==> config.mk <==
export PLATFORM = sky130hd
export DESIGN_NAME = mem_responder
export DESIGN_NICKNAME = d
export VERILOG_FILES = /design/src/rtl/mem_responder.sv
export SDC_FILE = /design/constraint.sdc
export NUM_CORES = 2
export LEC_CHECK = 0
export ABC_AREA = 1
export BUFFER_PORTS_ARGS = -buffer_cell sky130_fd_sc_hd__buf_2
export CELL_PAD_IN_SITES_DETAIL_PLACEMENT = 1
export CELL_PAD_IN_SITES_GLOBAL_PLACEMENT = 2
export CORE_ASPECT_RATIO = 1.4
export CORE_MARGIN = 4
export CORE_UTILIZATION = 25
export DETAILED_ROUTE_END_ITERATION = 8
export PLACE_DENSITY = 0.63
export RECOVER_POWER = 50
export SYNTH_ARGS = -nofsm -noshare
export SYNTH_HDL_FRONTEND = slang
export SYNTH_SLANG_ARGS = --single-unit
==> constraint.sdc <==
create_clock -name clk -period 4.1 [get_ports clk]
set_input_delay 1.025 -clock clk [delete_from_list [all_inputs] [get_ports clk]]
set_output_delay 1.025 -clock clk [all_outputs]
set_load 0.005 [all_outputs]
==> src/rtl/mem_responder.sv <==
// mem_responder: word-addressed RAM answering RD/WT requests after LATENCY cycles.
// Define MEM_RANGE_CHECK_EN to add memErr and drop out-of-range accesses.
`ifndef IOSTATEWIDTH
`define IOSTATEWIDTH 2
`endif
`ifndef IDEL
`define IDEL 2'b00
`endif
`ifndef RD
`define RD 2'b01
`endif
`ifndef WT
`define WT 2'b10
`endif
`ifndef ADDRWIDTH
`define ADDRWIDTH 16
`endif
`ifndef WORDWIDTH
`define WORDWIDTH 16
`endif

module mem_responder #(
  parameter int LATENCY = 4,
  parameter int DEPTH   = 256,
  parameter int IDX_W   = 8
) (
  input  logic                     clk,
  input  logic                     reset,
  input  logic [`IOSTATEWIDTH-1:0] rwToMem,
  input  logic [`ADDRWIDTH-1:0]    addrToMem,
  input  logic [`WORDWIDTH-1:0]    dataToMem,
  output logic                     rdEn,
  output logic                     wtEn,
  output logic [`WORDWIDTH-1:0]    dataFromMem
`ifdef MEM_RANGE_CHECK_EN
  ,
  output logic                     memErr
`endif
);

  typedef enum logic [1:0] {
    IDLE,
    BUSY,
    RELEASE
  } state_t;

  localparam logic [7:0] CNT_INIT = 8'(LATENCY - 1);

  state_t state, state_nxt;

  logic [7:0]            cnt;
  logic                  op_rd;
  logic [IDX_W-1:0]      idx;
  logic [`WORDWIDTH-1:0] wdata;
  logic                  oob;
  logic [`WORDWIDTH-1:0] ram [DEPTH];

  logic is_req;
  logic is_idel;
  logic req_oob;
  logic accept;
  logic done;
  logic ram_we;

  assign is_req  = (rwToMem == `RD) || (rwToMem == `WT);
  assign is_idel = (rwToMem == `IDEL);

`ifdef MEM_RANGE_CHECK_EN
  assign req_oob = |addrToMem[`ADDRWIDTH-1:IDX_W];
`else
  // High address bits alias onto the RAM index.
  logic unused_hi;
  assign unused_hi = ^addrToMem[`ADDRWIDTH-1:IDX_W];
  assign req_oob   = 1'b0;
`endif

  always_ff @(posedge clk) begin
    if (reset) state <= IDLE;
    else       state <= state_nxt;
  end

  always_comb begin
    state_nxt = state;
    unique case (state)
      IDLE: if (is_req) state_nxt = BUSY;
      BUSY: begin
        if (is_idel)           state_nxt = IDLE;
        else if (cnt == 8'd0)  state_nxt = RELEASE;
      end
      RELEASE: if (is_idel) state_nxt = IDLE;
      default: state_nxt = IDLE;
    endcase
  end

  always_comb begin
    accept = 1'b0;
    done   = 1'b0;
    unique case (state)
      IDLE:    accept = is_req;
      BUSY:    done   = !is_idel && (cnt == 8'd0);
      default: ;
    endcase
  end

  assign ram_we = done && !op_rd && !oob && !reset;

  always_ff @(posedge clk) begin
    if (reset) begin
      cnt         <= 8'd0;
      op_rd       <= 1'b0;
      idx         <= '0;
      wdata       <= '0;
      oob         <= 1'b0;
      rdEn        <= 1'b0;
      wtEn        <= 1'b0;
      dataFromMem <= '0;
    end else begin
      rdEn <= done && op_rd;
      wtEn <= done && !op_rd;
      if (accept) begin
        op_rd <= (rwToMem == `RD);
        idx   <= addrToMem[IDX_W-1:0];
        wdata <= dataToMem;
        oob   <= req_oob;
        cnt   <= CNT_INIT;
      end else if (state == BUSY && !is_idel && cnt != 8'd0) begin
        cnt <= cnt - 8'd1;
      end
      if (done && op_rd)
        dataFromMem <= oob ? '0 : ram[idx];
    end
  end

`ifdef MEM_RANGE_CHECK_EN
  always_ff @(posedge clk) begin
    if (reset) memErr <= 1'b0;
    else       memErr <= done && oob;
  end
`endif

  // RAM contents survive reset.
  always_ff @(posedge clk) begin
    if (ram_we) ram[idx] <= wdata;
  end

endmodule

==> flow_summary.yaml <==
placement:
  post-place-ws_ns: 0.0638
  portBuffers: 45
  dp_hpwl_mm: 373
  gp_congestion: 0.818
logic_synthesis:
  netlist-cell-type-count: 27
  syn_area_per_cell_um2: 11.2
  synth_fp_nets: 14900
  synth_area_um2: 167000
  synth_top_family_by_area: "simple AND/OR/NAND/NOR gates"
  synth-seq-area-share_pct: 74.1
  post-synth-top-area-cell: "edfxtp_1"
  synth_top_area_share_pct: 73.5
  synthCells: 14900
  synth_area_leaders: "edfxtp_1 (73%), nand2_1 (17%), nand3_1 (2.2%)"
  synth-xor-area-share_pct: 0
  synth_compound_area_share_pct: 1.06
  synth-seq-cells: 4149
  synthAdderAreaFrac_pct: 0.0299
  synthMuxAreaShare_pct: 0
  yosys_warnings: 0
  yosys.area_share.simple_pct: 22.5
critical_path:
  path_cells: "clkbuf_4"
  critPathMaxFanout: 61
  worst_setup_path_start_kind: "flop"
  crit_family: "flip-flops"
  crit_required_ns: 4.71
  path_class: "flop to flop"
  worstPathBufferInverterCount: 1
  critPathCaptureType: "flop"
  cpMaxStageDelayCell: "dfxtp_1"
  arrival_ns: 4.60
  crit_path_max_incr_delay_ns: 2.24
timing:
  worst_slew_pin_slew_ns: 3.49
  rsz0062_at_grt: "no"
  timing.hold.ws_ns: 0.320
  setup_tns_ns: 0
  setup_viol: 0
  max_slew_margin_pct: -133
  fmax_mhz: 251
  final.min_clock_period_ns: 3.99
  report.final.slew_viol_count: 1603
  finalWorstSetupSlack_ns: 0.110
  skew_ns: 0.0785
  post-route-period-util_pct: 97.3
  finalHoldViolations: 0
drt:
  ant_nets: 0
  wl_mm: 595
  wl_per_cell_um: 24.2
  routed_via_density: 4.50
  drc: 0
  num_vias: 111000
  first_pass_iters: 7
  first_iter_violations: 7695
power:
  internal_power_mw: 71.6
  p_seq_share_pct: 48.0
  p_leak_nw: 72.8
  clock_power_share_pct: 36.5
  power.switching_mw: 29.4
  ir_drop_mv: 0.352
  switching_share_pct: 29.1
  power_density_nw_per_um2: 511
  combPwrFrac_pct: 15.5
clock_network:
  postCtsHoldBufs: 0
  cts_resized: 0
  clk_pin_slew_ns: 0.07
  clockBufferDepth: 4
  post-cts-setup-buffers: 0
  cts.sinks: 4149
  cts_buffers: 406
  cts_tree: "built"
  root_buffer: "clkbuf_16"
  cts_htree_levels: 5
  clock_insertion_delay_worst_skew_ns: 1.00
floorplanning:
  dieArea_um2: 683000
  core-area_um2: 668000
  start_util_pct: 25.1
  ios: 54
  fp-row-count: 355
  chipHeight_um: 976
  die_width_um: 700
run_status:
  status: "finished with violations"
  violations: "max-capacitance violations, max-slew violations"
finish:
  area_growth_pct: 18.0
  drive_gt1_share_pct: 8.93
  nets: 15300
  utilization_pct: 29.6
  layout_common_cells: "nand2_1 (7,496), edfxtp_1 (4,096), nor2_1 (922), nand3_1 (752), clkbuf_16 (409)"
  mostFrequentLayoutCell: "nand2_1"
grt:
  grt_pass1_wl_mm: 847
  gr-total-overflow: 0
  antenna_found_initial: 25
  grt_usage_pct: 17.0
  grt_pass1_vias: 114000
  grt_start_max_net_pins: 133
hold_path:
  hp-class: "input port to flop"
job:
  maxCapViolations: 30
-- path summary, 6_finish.rpt --
kind / cells after the start / from / slack (ns) / endpoint
setup / recovery: 1 / wdata[15] / 0.11 / ram[161][15]
hold / removal: 3 / dataToMem[13] / 0.32 / wdata[13]
setup reg to reg: 1 / wdata[15] / 0.11 / ram[161][15]
hold reg to reg: 2 / cnt[0] / 0.47 / cnt[0]
-- routing by layer --
metal / vias up / track usage (%) / part of all wire [%]
li1: 51100 / - / -
met2: 1870 / 30.6 / 51
met4: 4 / 6.13 / 4.1
met1: 56900 / 20.9 / 42
met5: - / 0 / 0.0039
met3: 718 / 1.66 / 3.5
-- power by group through the flow --
stage	combinational, mW	sequential [mW]	clock, mW
6_report	15.6	48.5	36.8
5_1_grt	17.0	48.5	39.4
4_1_cts	16.2	48.4	37.8
3_5_place_dp	16.1	49.3	0
3_3_place_gp	16.0	49.3	0
2_1_floorplan	7.30	49.8	0
-- sequential cells by signal (all words and copies together) (netlist names) --
| name | count |
|---|---|
| op_rd | 1 |
| wtEn | 1 |
| state | 2 |
| idx | 8 |
| ram | 4096 |
| cnt | 8 |
| wdata | 16 |
| dataFromMem | 16 |
| rdEn | 1 |
-- synthesized netlist by cell type --
library cell	n
a21oi_1	153
a221oi_1	1
a31oi_1	1
buf_1	44
buf_2	513
buf_4	6
buf_6	6
clkbuf_1	245
clkinv_1	3
dfxtp_1	53
edfxtp_1	4096
ha_1	4
inv_1	36
inv_2	3
inv_4	1
nand2_1	7514
nand3_1	752
nand4_1	314
nor2_1	934
nor2_2	2
nor2_4	2
nor2_8	1
nor3_1	7
nor3_2	5
nor3b_2	1
o21ai_0	97
o21ai_1	102
-- final cells by class --
class | count | area (um^2)
Sequential cell | 4149 | 124000
Clock inverter | 255 | 2180
Fill cell | 73600 | 470000
Timing Repair Buffer | 807 | 9730
Antenna cell | 17 | 42.5
Multi-Input combinational cell | 9890 | 39600
Tap cell | 8925 | 11200
Clock buffer | 490 | 10500
Inverter | 43 | 194
-- cells by family (layout without fill, tap and decap cells) --
kind of cell	count (synthesis)	count (layout)
adder cells (fa/ha/maj)	4	4
AND/OR/NAND/NOR	9532	9532
AO/OA/AOI/OAI	354	354
buffers and inverters	857	1595
other	0	17
flip-flops	4149	4149
-- stage by stage --
| step | total power, mW | area (um^2) | std cells |
|---|---|---|---|
| 3_3_place_gp | 65.3 | 185000 | 23800 |
| 3_5_place_dp | 65.4 | 185000 | 23800 |
| 4_1_cts | 102 | 198000 | 24600 |
| 2_1_floorplan | 57.1 | 167000 | 14900 |
| 6_report | 101 | 198000 | 24600 |
| 5_1_grt | 105 | 197000 | 24600 |
Power figures use the tool's default switching activity.
